## src/rtl/mem_access_ctrl_pkg.sv

```systemverilog
// Shared encodings for the memory stage: decoder op/size selectors, fault causes
// and the access-controller state enum.
package mem_access_ctrl_pkg;

  localparam logic [1:0] MEM_OP_NOP   = 2'd0;
  localparam logic [1:0] MEM_OP_LOAD  = 2'd1;
  localparam logic [1:0] MEM_OP_STORE = 2'd2;

  localparam logic [2:0] MEM_SEL_NOP           = 3'd0;
  localparam logic [2:0] MEM_SEL_BYTE_SIGNED   = 3'd1;
  localparam logic [2:0] MEM_SEL_BYTE_UNSIGNED = 3'd2;
  localparam logic [2:0] MEM_SEL_HALF_SIGNED   = 3'd3;
  localparam logic [2:0] MEM_SEL_HALF_UNSIGNED = 3'd4;
  localparam logic [2:0] MEM_SEL_WORD          = 3'd5;

  localparam logic [1:0] CAUSE_NONE      = 2'b00;
  localparam logic [1:0] CAUSE_MIS_LOAD  = 2'b01;
  localparam logic [1:0] CAUSE_MIS_STORE = 2'b10;
  localparam logic [1:0] CAUSE_TIMEOUT   = 2'b11;

  typedef enum logic [1:0] {
    ST_IDLE  = 2'd0,
    ST_REQ   = 2'd1,
    ST_RESP  = 2'd2,
    ST_FAULT = 2'd3
  } state_e;

  // Unused selector codes (6, 7) behave like NOP.
  function automatic logic sel_is_nop(input logic [2:0] sel);
    return (sel == MEM_SEL_NOP) || (sel > MEM_SEL_WORD);
  endfunction

  function automatic logic is_misaligned(input logic [2:0] sel, input logic [1:0] lo);
    case (sel)
      MEM_SEL_HALF_SIGNED, MEM_SEL_HALF_UNSIGNED: return lo[0];
      MEM_SEL_WORD:                               return lo != 2'b00;
      default:                                    return 1'b0;
    endcase
  endfunction

endpackage

```

## src/rtl/mem_lane_align.sv

```systemverilog
// Byte-lane steering: strobes and store replication for the request being issued,
// and extract/extension of read data for the request in flight.
module mem_lane_align
  import mem_access_ctrl_pkg::*;
(
  input  logic [2:0]  st_sel_i,
  input  logic [1:0]  st_off_i,
  input  logic [31:0] wdata_i,
  output logic [3:0]  be_o,
  output logic [31:0] wdata_o,
  input  logic [2:0]  ld_sel_i,
  input  logic [1:0]  ld_off_i,
  input  logic [31:0] rdata_i,
  output logic [31:0] rdata_o
);

  logic [7:0]  ld_byte;
  logic [15:0] ld_half;

  always_comb begin
    be_o    = 4'b1111;
    wdata_o = wdata_i;
    case (st_sel_i)
      MEM_SEL_BYTE_SIGNED, MEM_SEL_BYTE_UNSIGNED: begin
        be_o    = 4'b0001 << st_off_i;
        wdata_o = {4{wdata_i[7:0]}};
      end
      MEM_SEL_HALF_SIGNED, MEM_SEL_HALF_UNSIGNED: begin
        be_o    = 4'b0011 << st_off_i;
        wdata_o = {2{wdata_i[15:0]}};
      end
      default: ;
    endcase
  end

  always_comb begin
    case (ld_off_i)
      2'd0:    ld_byte = rdata_i[7:0];
      2'd1:    ld_byte = rdata_i[15:8];
      2'd2:    ld_byte = rdata_i[23:16];
      default: ld_byte = rdata_i[31:24];
    endcase
    ld_half = ld_off_i[1] ? rdata_i[31:16] : rdata_i[15:0];
    case (ld_sel_i)
      MEM_SEL_BYTE_SIGNED:   rdata_o = {{24{ld_byte[7]}}, ld_byte};
      MEM_SEL_BYTE_UNSIGNED: rdata_o = {24'd0, ld_byte};
      MEM_SEL_HALF_SIGNED:   rdata_o = {{16{ld_half[15]}}, ld_half};
      MEM_SEL_HALF_UNSIGNED: rdata_o = {16'd0, ld_half};
      default:               rdata_o = rdata_i;
    endcase
  end

endmodule

```

## src/rtl/mem_access_ctrl.sv

```systemverilog
// Memory-stage load/store sequencer. Handshakes: start is taken only when busy=0;
// bus_req is held with stable bus outputs until a single-cycle bus_ack or timeout.
module mem_access_ctrl
  import mem_access_ctrl_pkg::*;
#(
  parameter int unsigned TIMEOUT = 255
) (
  input  logic        clk,
  input  logic        rst,
  input  logic        start,
  input  logic [1:0]  mem_op,
  input  logic [2:0]  mem_sel,
  input  logic [31:0] addr,
  input  logic [31:0] wdata,
  output logic        busy,
  output logic        done,
  output logic [31:0] rdata,
  output logic        fault,
  output logic [1:0]  fault_cause,
  output logic        bus_req,
  output logic        bus_we,
  output logic [31:0] bus_addr,
  output logic [3:0]  bus_be,
  output logic [31:0] bus_wdata,
  input  logic        bus_ack,
  input  logic [31:0] bus_rdata,
  output logic [1:0]  state_dbg
);

  localparam int CW = $clog2(TIMEOUT + 1);

  state_e        state_q, state_d;
  logic [CW-1:0] cnt_q, cnt_d;
  logic [1:0]    op_q, op_d;
  logic [2:0]    sel_q, sel_d;
  logic [1:0]    off_q, off_d;
  logic [31:0]   baddr_q, baddr_d;
  logic [3:0]    be_q, be_d;
  logic [31:0]   bwdata_q, bwdata_d;
  logic [31:0]   rdata_q, rdata_d;
  logic [1:0]    cause_q, cause_d;

  logic [3:0]    be_nx;
  logic [31:0]   wrep_nx;
  logic [31:0]   ld_ext;
  logic          op_is_nop;

  mem_lane_align u_align (
    .st_sel_i (mem_sel),
    .st_off_i (addr[1:0]),
    .wdata_i  (wdata),
    .be_o     (be_nx),
    .wdata_o  (wrep_nx),
    .ld_sel_i (sel_q),
    .ld_off_i (off_q),
    .rdata_i  (bus_rdata),
    .rdata_o  (ld_ext)
  );

  assign op_is_nop = (mem_op != MEM_OP_LOAD) && (mem_op != MEM_OP_STORE);

  always_comb begin
    state_d  = state_q;
    cnt_d    = cnt_q;
    op_d     = op_q;
    sel_d    = sel_q;
    off_d    = off_q;
    baddr_d  = baddr_q;
    be_d     = be_q;
    bwdata_d = bwdata_q;
    rdata_d  = rdata_q;
    cause_d  = cause_q;
    case (state_q)
      ST_IDLE: begin
        if (start) begin
          rdata_d = '0;
          cause_d = CAUSE_NONE;
          if (op_is_nop || sel_is_nop(mem_sel)) begin
            state_d = ST_RESP;
          end else if (is_misaligned(mem_sel, addr[1:0])) begin
            state_d = ST_FAULT;
            cause_d = (mem_op == MEM_OP_LOAD) ? CAUSE_MIS_LOAD : CAUSE_MIS_STORE;
          end else begin
            state_d  = ST_REQ;
            cnt_d    = '0;
            op_d     = mem_op;
            sel_d    = mem_sel;
            off_d    = addr[1:0];
            baddr_d  = {addr[31:2], 2'b00};
            be_d     = be_nx;
            bwdata_d = wrep_nx;
          end
        end
      end
      ST_REQ: begin
        // An ack always wins, even in the last permitted cycle.
        if (bus_ack) begin
          state_d = ST_RESP;
          if (op_q == MEM_OP_LOAD) rdata_d = ld_ext;
        end else if (cnt_q == CW'(TIMEOUT - 1)) begin
          state_d = ST_FAULT;
          cause_d = CAUSE_TIMEOUT;
        end else begin
          cnt_d = cnt_q + CW'(1);
        end
      end
      default: state_d = ST_IDLE;
    endcase
  end

  always_ff @(posedge clk or posedge rst) begin
    if (rst) begin
      state_q  <= ST_IDLE;
      cnt_q    <= '0;
      op_q     <= MEM_OP_NOP;
      sel_q    <= MEM_SEL_NOP;
      off_q    <= '0;
      baddr_q  <= '0;
      be_q     <= '0;
      bwdata_q <= '0;
      rdata_q  <= '0;
      cause_q  <= CAUSE_NONE;
    end else begin
      state_q  <= state_d;
      cnt_q    <= cnt_d;
      op_q     <= op_d;
      sel_q    <= sel_d;
      off_q    <= off_d;
      baddr_q  <= baddr_d;
      be_q     <= be_d;
      bwdata_q <= bwdata_d;
      rdata_q  <= rdata_d;
      cause_q  <= cause_d;
    end
  end

  assign busy        = (state_q != ST_IDLE);
  assign done        = (state_q == ST_RESP) || (state_q == ST_FAULT);
  assign fault       = (state_q == ST_FAULT);
  assign fault_cause = cause_q;
  assign rdata       = rdata_q;
  assign bus_req     = (state_q == ST_REQ);
  assign bus_we      = (op_q == MEM_OP_STORE);
  assign bus_addr    = baddr_q;
  assign bus_be      = be_q;
  assign bus_wdata   = bwdata_q;
  assign state_dbg   = state_q;

endmodule

```

## config.mk

```make
export PLATFORM = sky130hd
export DESIGN_NAME = mem_access_ctrl
export DESIGN_NICKNAME = d
export VERILOG_FILES = /design/src/rtl/mem_access_ctrl_pkg.sv /design/src/rtl/mem_lane_align.sv /design/src/rtl/mem_access_ctrl.sv
export SDC_FILE = /design/constraint.sdc
export NUM_CORES = 1
export LEC_CHECK = 0
export ABC_AREA = 1
export CORE_UTILIZATION = 47
export DETAILED_ROUTE_END_ITERATION = 10
export MAX_ROUTING_LAYER = met4
export PLACE_DENSITY = 0.85
export SYNTH_ARGS = -nofsm -noshare
export SYNTH_HDL_FRONTEND = slang
export SYNTH_HIERARCHICAL = 1
export SYNTH_SLANG_ARGS = --single-unit
```

## constraint.sdc

```tcl
create_clock -name clk -period 5 [get_ports clk]
set_input_delay 0.75 -clock clk [delete_from_list [all_inputs] [get_ports clk]]
set_output_delay 0.75 -clock clk [all_outputs]
set_load 0.01 [all_outputs]
```

# == After elaboration in Yosys (flattened, before gate mapping) ==
# Index checks and enable logic that the tools add are counted.
# op_classes
addsub,1
magnitude_cmp,1
n_eq_ne,29
shift,2
n_mux,31
n_bitwise,2
n_reduce_logical,17
# ops
cell,n
32-bit case mux with 2 select lines,2
32-bit case mux with 4 select lines,1
32-bit two-way mux,3
8-bit two-way mux,5
8-bit case mux with 3 select lines,1
2-bit two-way mux,10
16-bit two-way mux,1
8-bit case mux with 2 select lines,1
3-bit by 2-bit == test with 1-bit output (second input constant),4
2-bit inequality test (second input constant),6
4-bit AND reduction,3
3-bit == test (second input constant),3
8-bit by 1-bit adder with 8-bit output (second input constant),1
2-bit by 1-bit == test with 1-bit output (second input constant),4
2-bit == test (second input constant),4
8-bit == test (second input constant),1
2-bit by 1-bit inequality test with 1-bit output (second input constant),4
2-bit case mux with 2 select lines,2
4-bit case mux with 2 select lines,1
3-bit by 1-bit == test with 1-bit output (second input constant),2
6-bit AND reduction,1
2-bit nonzero test,3
2-bit zero test,2
2-bit OR reduction,2
other kinds (11),16
# totals
register_bits,117
inputBits,105
out_inout_bits,109
word_cells,93

# == Longest topological paths before layout ==
# Gate-level depths: netlist of run 1.
# logic_depth
word_depth,10
mapped_depth,10
depth_no_buf,10

# == Hierarchy ==
# Netlist of run 1, hierarchy kept.
# by_module_without_submodules
mod,instances,cells_each,area_per_inst_um2,seq_area_each_um2
mem_access_ctrl,1,585,5046.1,2927.8
mem_lane_align,1,340,1557.7,0.0

# == Least setup slack after synthesis of run 1 ==
# OpenSTA, ideal clock, no wires.
# synth_timing
path_type,input to register
from,in mem_op[1]
to,"reg baddr_q[10], in the netlist bus_addr[10]"
setup_time_ns,0.117
arrival_time_ns,1.821
t_required_ns,4.883
setup_slack_ns,3.062
path_stages,10
n_path_buf,2
path_cell_list,inv_1 ha_1 inv_1 nand3_2 nor2_4 nand2_2 buf_6 buf_4 nand2_1 nand2_1
# synth_via
elab_chain_len,5
word_cells_on_any_way,6
classes_between,eq/ne (2); bitwise (1); reduce/logical (3)
# synth_rtl
element,line_no,source
start: declaration,mem_access_ctrl.sv:11,"input logic [1:0] mem_op,"
2-bit by 1-bit inequality test with 1-bit output or 2-bit inequality test (tied branches),mem_access_ctrl.sv:60,assign op_is_nop = (mem_op != MEM_OP_LOAD) && (mem_op != MEM_OP_STORE);
1-bit logical AND *,mem_access_ctrl.sv:60,
1-bit logical OR *,mem_access_ctrl.sv:78,if (op_is_nop || sel_is_nop(mem_sel)) begin
1-bit NOT (no source line) *,-,
4-bit AND reduction (no source line) *,-,
end signal: assignment,mem_access_ctrl.sv:129,baddr_q <= baddr_d;
end: declaration,mem_access_ctrl.sv:37,"logic [31:0] baddr_q, baddr_d;"
# Mark *: on every way between the ends. The rest lies on a longest branch, timed or not.
# A chain may end at the register's enable or synchronous reset.

# == Worst setup path after layout of run 1 ==
# layout_timing
from,"reg state_q[1], in the netlist state_dbg[1]"
to,out bus_req
# layout_via
elab_chain_len,1
# layout_rtl
element,line_no,source
start: declaration,mem_access_ctrl.sv:32,"state_e state_q, state_d;"
start signal: assignment,mem_access_ctrl.sv:124,state_q <= state_d;
2-bit by 1-bit == test with 1-bit output,mem_access_ctrl.sv:142,assign bus_req = (state_q == ST_REQ);
end: declaration,mem_access_ctrl.sv:20,"output logic bus_req,"
# Every way passes these cells.

==> results of run 1 <==
[layout by cell type, fill, tap and decap left out, types with 7 or more instances in the layout]
cell,Yosys,routed
buf_4,17,8
bufinv_16,0,7
clkbuf_16,0,17
clkdlybuf4s50_1,0,211
dfrtp_1,117,117
inv_1,39,38
inv_2,8,8
nand2_1,339,339
nand2_2,7,7
nand3_1,243,243
nand4_1,11,11
nor2_1,49,49
o21ai_0,11,11
o21bai_1,8,8
[worst max-delay path: cells and delay by family (launching register included)]
| kind | cells | cell delay [ns] |
|---|---|---|
| simple gates | 1 | 0.17 |
| buf+inv | 2 | 1.01 |
| flops | 1 | 0.44 |
[logic make-up after synthesis]
group,synth area share [%]
XOR/XNOR,0.398
AO/OA/AOI/OAI,2.31
buffers and inverters,8.45
flip-flops,44.3
adder cells (fa/ha/maj),0.568
AND/OR/NAND/NOR,43.9
other,0.0568
[routing by layer]
metal / global-route usage (%) / vias to the layer above / share of wire, %
li1: - / 3341 / -
met1: 35.9 / 3293 / 41
met2: 44.5 / 354 / 46
met3: 8.44 / 43 / 10
met4: 10.2 / 0 / 2.2
met5: - / - / 0
[stage by stage]
step	power [µW]	cell area, µm²	utilization [%]	hold WS [ns]
floorplan	2890	6610	-	0.453
global placement	3910	8620	64.1	0.453
detailed placement	3970	8620	64.1	0.458
CTS	5430	9310	69.2	0.471
global route	5740	9310	69.2	0.484
finish	5420	9310	69.2	0.469
[registers in the layout (all words and copies together), names as in the netlist]
signal,cells
sel_q,3
bus_wdata,32
op_q,2
bus_be,4
bus_addr,30
state_dbg,2
off_q,2
rdata,32
fault_cause,2
cnt_q,8
[synth_stat cells, types with 3 or more instances]
| master | n |
|---|---|
| nand3_1 | 243 |
| buf_6 | 5 |
| nand2_2 | 7 |
| inv_2 | 8 |
| nor2_1 | 49 |
| inv_1 | 39 |
| buf_1 | 3 |
| nand2_1 | 339 |
| xor2_1 | 3 |
| nand4_1 | 11 |
| nand3_2 | 3 |
| o21bai_1 | 8 |
| o21ai_0 | 11 |
| ha_1 | 3 |
| dfrtp_1 | 117 |
| clkbuf_1 | 19 |
| buf_4 | 17 |
| buf_2 | 23 |
[power by group]
group          internal (µW)  switching, µW  leakage (µW)
registers               1320            295       0.00151
clock network            997            439      0.000326
logic                   1080           1290       0.00291
total                   3390           2030       0.00475
[worst max path at each step]
stage	from	end	slack [ns]	cells past startpoint
floorplan	rst	bus_addr[10]	1.15	1
global placement	start	sel_q[2]	1.99	6
detailed placement	start	rdata[12]	1.95	5
CTS	state_dbg[1]	bus_req	2.20	3
global route	state_dbg[0]	bus_req	2.11	4
finish	state_dbg[1]	bus_req	2.20	3
[cell type report]
cell class | count | area (µm²)
clock buffers | 19 | 443
clock inverters | 12 | 250
fillers | 1130 | 4140
inverters | 47 | 179
multi-input cells | 695 | 3120
flip-flops and latches | 117 | 2930
well taps | 176 | 220
repair buffers | 219 | 2170
==> impl_metrics.json, run 1 <==
{
  "cts_tree": "built",
  "grt_pass1_vias": 6556,
  "cp.required_ns": 4.25,
  "max_stage_delay_ns": 0.62,
  "leakage_uw": 0.00475,
  "clk_path_buf_depth": 2,
  "cts_root_buf": "clkbuf_16",
  "io_buffers": 211,
  "synth_area_leader_cell": "dfrtp_1",
  "clock_sinks": 117,
  "crit_path_end_kind": "primary output",
  "synthCells": 925,
  "grt_max_degree": 72,
  "fp.dieW_um": 121,
  "pwr_density_cell_nw_per_um2": 582,
  "fp-row-count": 42,
  "critPathSlowestCell": "clkdlybuf4s50_1",
  "finalSetupViolCount": 0,
  "r2r-end": "rdata[26]",
  "instances_no_fill": 1285,
  "start_util_pct": 49.1,
  "fin_crit_sh_pct": 56.0,
  "ys_seq_area_share_pct": 44.3,
  "cap_violations": 0,
  "critPathKind": "reg -> out",
  "die_y_um": 121,
  "status": "finished clean",
  "rrSetupSlack_ns": 2.52,
  "vias_per_cell": 5.47,
  "grt_usage_pct": 28.7,
  "gp_congestion": 0.935,
  "synthDistinctLibCells": 31,
  "drc_errors": 0,
  "cp_data_arrival_time_ns": 2.05,
  "slew_viol_final": 0,
  "reg2regPathDepth": 8,
  "ys.flop_type": "dfrtp_1",
  "cts_buffers": 17,
  "hold_path.startpoint": "bus_addr[11]",
  "worstMarginPinSlew_ns": 1.12,
  "fmax_ghz": 0.357,
  "drt-pass1-iter-count": 5,
  "hold_buffers": 0,
  "critPathMaxFanout": 38,
  "drt-initial-drc-count": 604,
  "cts_resized": 0,
  "rr_startpoint": "off_q[1]",
  "hold_depth": 2,
  "overflow": 0,
  "yosysWarnings": 6,
  "h-tree-depth": 4,
  "clk_pin_slew_ns": 0.05,
  "rsz0062_at_grt": "no",
  "slew_headroom_pct": 25.1,
  "finalClockSkew_ns": 0.00887,
  "num_vias": 7031,
  "cp_cell_sequence": "nor2_2 -> buf_4 -> clkdlybuf4s50_1",
  "avgSynthCellArea_um2": 7.14,
  "grt_pass1_wl_um": 31700,
  "hold_class": "reg -> reg",
  "synth_top_cells_by_area": "dfrtp_1, nand2_1, nand3_1, nor2_1, inv_1",
  "antenna_left": 0,
  "clock_latency_ns": 0.42,
  "hpwl_um": 13500,
  "start_kind": "flip-flop",
  "worst_ir_drop_vdd_uv": 312,
  "synth-async-reset-ratio_pct": 100,
  "min_to": "bus_addr[11]",
  "pin_count": 214,
  "die_area_um2": 14500,
  "hold_viol": 0,
  "antenna_cells": 0,
  "area_growth_pct": 41.0,
  "setup_tns_ns": 0,
  "synth_seq_cells": 117,
  "min_period_ns": 2.80,
  "antenna_found_initial": 0,
  "final_layout_size_suffix_gt1_share_pct": 5.86,
  "place_inst": 1254,
  "place_ws_ns": 1.95,
  "synth_edf_count": 0,
  "nNetsFinal": 1205,
  "coreArea_um2": 13500,
  "post_cts_buffers": 0,
  "synth_area_um2": 6600,
  "post_drt_wl_per_cell_um": 15.5,
  "synth_top_area_share_pct": 44.3,
  "setup_ws_ns": 2.20,
  "wl_um": 19900
}
No activity file was read; power rests on OpenSTA's default activity.
==> run 2, diff against run 1 <==
==> constraint.sdc (replaced) <==
create_clock -name clk -period 2.9 [get_ports clk]
set_input_delay 0.435 -clock clk [delete_from_list [all_inputs] [get_ports clk]]
set_output_delay 0.435 -clock clk [all_outputs]
set_load 0.01 [all_outputs]
==> run 2 against run 1 <==
Global-route usage up 1.8 points. Clock power up 51%. Non-clock buffer count is 10 higher. Register-to-register slack lost 1.8 ns. Clock skew shrank 0.0031 ns. Die area unchanged. Count of clock-buffer cells in the layout is 1 lower. First-iteration DRC count increased by 19%. Critical path type unchanged. Via count grew 0.65%. Sequential cell count stayed put. Routed wire length increased by 4.3%.
==> impl_metrics.json, run 2 (synthesis gave the netlist of run 1 again) <==
{
  "critPathKind": "reg -> out",
  "crit_path_end_kind": "primary output",
  "num_vias": 7077,
  "cap_violations": 0,
  "nNetsFinal": 1215,
  "met3_usage_pct": 8.30,
  "critPathMaxFanout": 7,
  "clock_sinks": 117,
  "instances_no_fill": 1296,
  "coreArea_um2": 13500,
  "area_growth_pct": 41.6,
  "slew_viol_final": 0,
  "status": "finished clean",
  "post_drt_wl_per_cell_um": 16.0,
  "pwr_density_cell_nw_per_um2": 977,
  "finalSetupViolCount": 0,
  "dpl_cell_area_um2": 8750,
  "clock_latency_ns": 0.42,
  "antenna_found_initial": 0,
  "vias_per_cell": 5.46,
  "cts_resized": 0,
  "drt-initial-drc-count": 720,
  "die_area_um2": 14500,
  "mostFrequentLayoutCell": "nand2_1",
  "drt-pass1-iter-count": 7,
  "clk_path_buf_depth": 2,
  "setup_tns_ns": 0,
  "worst_ir_drop_vdd_uv": 527,
  "cp_data_arrival_time_ns": 1.93,
  "final_layout_size_suffix_gt1_share_pct": 6.79,
  "grt.met1_usage_pct": 37.9,
  "final_cell_mix": "nand2_1, nand3_1, clkdlybuf4s50_1",
  "hold_buffers": 0,
  "antenna_cells": 0,
  "cts_root_buf": "clkbuf_16",
  "grt_pass1_vias": 6738,
  "start_util_pct": 49.1,
  "drc_errors": 0,
  "cts_tree": "built",
  "antenna_left": 0,
  "grt_max_degree": 57,
  "post_cts_buffers": 0,
  "fin_area_um2": 9350,
  "leakage_uw": 0.00478,
  "fp.dieW_um": 121,
  "io_buffers": 211,
  "fp-row-count": 42,
  "clk_pin_slew_ns": 0.06,
  "start_kind": "flip-flop",
  "cts_buffers": 17,
  "busiest_layer": "met2",
  "rsz0062_at_grt": "no",
  "overflow": 0,
  "fin_crit_sh_pct": 81.5,
  "finalClockSkew_ns": 0.00577,
  "fillerInstances": 1122,
  "hpwl_um": 14500,
  "die_y_um": 121,
  "place_inst": 1264,
  "cp.required_ns": 2.47,
  "hold_class": "reg -> reg",
  "grt_pass1_wl_um": 33600,
  "worstMarginPinSlew_ns": 0.829,
  "pin_count": 214,
  "slew_headroom_pct": 44.7,
  "gp_congestion": 0.972,
  "wl_um": 20800,
  "met2_usage_pct": 47.6,
  "h-tree-depth": 4,
  "fmax_ghz": 0.423,
  "grt_usage_pct": 30.6,
  "min_period_ns": 2.36,
  "hold_viol": 0
}
run 2: metal layers:
metal	part of all wire (%)	up-vias
met5	0	-
met4	2.6	0
met3	9.9	46
met2	47	378
met1	41	3297
li1	-	3356
run 2: cell type report:
cell class,count,area [µm²],share of cell area (%)
clock buffers,18,429,4.59
clock inverters,14,175,1.87
inverters,47,180,1.93
multi-input cells,695,3120,33.4
flip-flops and latches,117,2930,31.3
well taps,176,220,2.35
repair buffers,229,2300,24.6
run 2: power breakdown:
part | total [µW] | internal (µW) | switching, µW
registers | 2770 | 2270 | 504
clock network | 2170 | 1360 | 811
logic | 4190 | 1910 | 2270
total | 9130 | 5540 | 3590
run 2: critical path, cell delays in order, from the launching register on:
cell             delay (ns)
dfrtp_1                0.44
nor2_2                 0.34
clkdlybuf4s50_1        0.72
run 2: stage by stage:
step / total power (µW) / hold slack, ns / util (%) / worst slack (ns)
floorplan: 4990 / 0.453 / - / 1.04
global placement: 6840 / 0.453 / 65.0 / 0.701
detailed placement: 6930 / 0.458 / 65.0 / 0.630
CTS: 9150 / 0.472 / 69.5 / 0.530
global route: 9710 / 0.498 / 69.5 / 0.487
finish: 9130 / 0.471 / 69.5 / 0.537
run 2: final timing paths:
kind	startpoint	end	slack [ns]	cells past startpoint
setup / recovery	state_dbg[1]	bus_req	0.54	2
hold / removal	bus_wdata[14]	bus_wdata[14]	0.47	2
setup reg to reg	off_q[1]	rdata[23]	0.68	6
hold reg to reg	bus_wdata[14]	bus_wdata[14]	0.47	2
max in group asynchronous	rst	bus_addr[15]	1.79	3
min in group asynchronous	rst	bus_addr[31]	0.50	2
==> run 3, diff against run 2 <==
--- a/config.mk
+++ b/config.mk
@@ -6,10 +6,10 @@
 export NUM_CORES = 1
 export LEC_CHECK = 0
 export ABC_AREA = 1
-export CORE_UTILIZATION = 47
+export CORE_UTILIZATION = 42
 export DETAILED_ROUTE_END_ITERATION = 10
 export MAX_ROUTING_LAYER = met4
-export PLACE_DENSITY = 0.85
+export PLACE_DENSITY = 0.81
 export SYNTH_ARGS = -nofsm -noshare
 export SYNTH_HDL_FRONTEND = slang
 export SYNTH_HIERARCHICAL = 1
==> constraint.sdc (replaced) <==
create_clock -name clk -period 2.05 [get_ports clk]
set_input_delay 0.3075 -clock clk [delete_from_list [all_inputs] [get_ports clk]]
set_output_delay 0.3075 -clock clk [all_outputs]
set_load 0.01 [all_outputs]
==> run 3 against run 2 <==
Register-to-register slack got worse by 0.38 ns. Non-clock buffer count rose by 21. Clock skew rose by 0.00078 ns. Sequential cell count did not move. Combinational power rose by 45%. Core utilization fell by 6.4 points. Largest cell class unchanged. Hold slack got worse by 0.25 ns. Largest power group unchanged. First-iteration DRC count fell by 5.1%.
==> impl_metrics.json, run 3 (synthesis gave the netlist of run 1 again) <==
{
  "critPathMaxFanout": 5,
  "reg2regPathDepth": 8,
  "cts_root_buf": "clkbuf_16",
  "setup_ws_ns": 0.0657,
  "clock_sinks": 117,
  "hpwl_um": 14300,
  "p_clk_share_pct": 23.3,
  "pin_count": 214,
  "drt-pass1-iter-count": 6,
  "wl_um": 20200,
  "fp.dieW_um": 127,
  "area_growth_pct": 45.8,
  "cp.required_ns": 1.74,
  "min_period_ns": 1.98,
  "rsz0062_at_grt": "no",
  "place_inst": 1320,
  "gp_congestion": 0.954,
  "grt_pass1_wl_um": 32800,
  "cts_resized": 1,
  "status": "finished clean",
  "grt.met1_usage_pct": 33.6,
  "final_cell_mix": "nand2_1, nand3_1, clkdlybuf4s50_1",
  "met3_usage_pct": 6.99,
  "post_drt_wl_per_cell_um": 14.9,
  "io_buffers": 211,
  "p_switching_uw": 5050,
  "coreArea_um2": 15300,
  "combPwrFrac_pct": 46.9,
  "post_cts_buffers": 0,
  "critPathKind": "reg -> out",
  "hold_class": "in -> async",
  "clk_path_buf_depth": 2,
  "antenna_left": 0,
  "fin_area_um2": 9630,
  "hold_buffers": 0,
  "rr_startpoint": "sel_q[1]",
  "cap_violations": 0,
  "mostFrequentLayoutCell": "nand2_1",
  "fin_crit_sh_pct": 96.8,
  "grt_usage_pct": 26.5,
  "h-tree-depth": 4,
  "worst_ir_drop_vdd_uv": 767,
  "die_y_um": 127,
  "slew_viol_final": 0,
  "p_int_uw": 7870,
  "pwr_density_cell_nw_per_um2": 1340,
  "finalClockSkew_ns": 0.00655,
  "grt_pass1_vias": 6541,
  "drc_errors": 0,
  "grt_max_degree": 40,
  "num_vias": 6998,
  "timing.critical_path.from": "state_dbg[1]",
  "cts_buffers": 17,
  "switching_share_pct": 39.1,
  "busiest_layer": "met2",
  "whs_ns": 0.218,
  "instances_no_fill": 1352,
  "antenna_cells": 0,
  "overflow": 0,
  "final_layout_size_suffix_gt1_share_pct": 8.59,
  "dpl_cell_area_um2": 9020,
  "nNetsFinal": 1236,
  "p_total_uw": 12900,
  "vias_per_cell": 5.18,
  "die_area_um2": 16200,
  "clock_latency_ns": 0.41,
  "antenna_found_initial": 0,
  "drt-initial-drc-count": 683,
  "fp-row-count": 45,
  "start_util_pct": 43.3,
  "cp_data_arrival_time_ns": 1.68,
  "fmax_ghz": 0.504,
  "crit_path_end_kind": "primary output",
  "leakage_uw": 0.00490,
  "met2_usage_pct": 41.6,
  "start_kind": "flip-flop",
  "place_ws_ns": -0.0231,
  "hold_viol": 0,
  "clk_pin_slew_ns": 0.06,
  "finalSetupViolCount": 0,
  "p_seq_share_pct": 29.8,
  "cts_tree": "built"
}
==> run 3: cell types whose count changed in the layout (fill, tap and decap cells not counted), sizes merged <==
cell and delta:
bufinv -1, inv +2, clkbuf -1, buf +21
==> run 3: per-layer routing <==
layer | share of wire (%) | wire length [µm] | vias up
li1 | - | - | 3395
met1 | 42 | 8470 | 3242
met2 | 47 | 9430 | 338
met3 | 10 | 2030 | 23
met4 | 1.3 | 271 | 0
met5 | 0 | 0 | -
==> run 3: cell type report <==
| type | instances | area, µm² |
|---|---|---|
| clock inverters | 15 | 171 |
| multi-input cells | 695 | 3130 |
| inverters | 47 | 180 |
| fillers | 1277 | 5630 |
| repair buffers | 250 | 2530 |
| well taps | 211 | 264 |
| flip-flops and latches | 117 | 2930 |
| clock buffers | 17 | 425 |
==> run 3: worst max-delay path, cell delays in order (launching register included) <==
cell and delay, ns:
dfrtp_1 0.46, nor2_4 0.19, clkdlybuf4s50_1 0.60
==> run 3: power groups by stage <==
stage | clock [µW] | sequential (µW) | combinational [µW]
detailed placement | 0 | 3840 | 6060
finish | 3010 | 3850 | 6060
floorplan | 0 | 4140 | 2920
global route | 3180 | 3970 | 6670
CTS | 3060 | 3850 | 6080
global placement | 0 | 3850 | 5930
==> run 3: final timing paths <==
check / end / slack (ns)
min in group clk: bus_addr[25] / 0.44
max reg2reg: rdata[30] / 0.30
max in group asynchronous: bus_addr[8] / 1.38
max: bus_req / 0.07
min reg2reg: bus_addr[24] / 0.47
min: bus_wdata[11] / 0.22
==> run 3: metrics by stage <==
stage / TNS (ns) / util (%)
2_1_floorplan: 0 / -
3_3_place_gp: 0 / 59.1
3_5_place_dp: -0.0633 / 59.1
4_1_cts: 0 / 63.1
5_1_grt: 0 / 63.1
6_report: 0 / 63.1
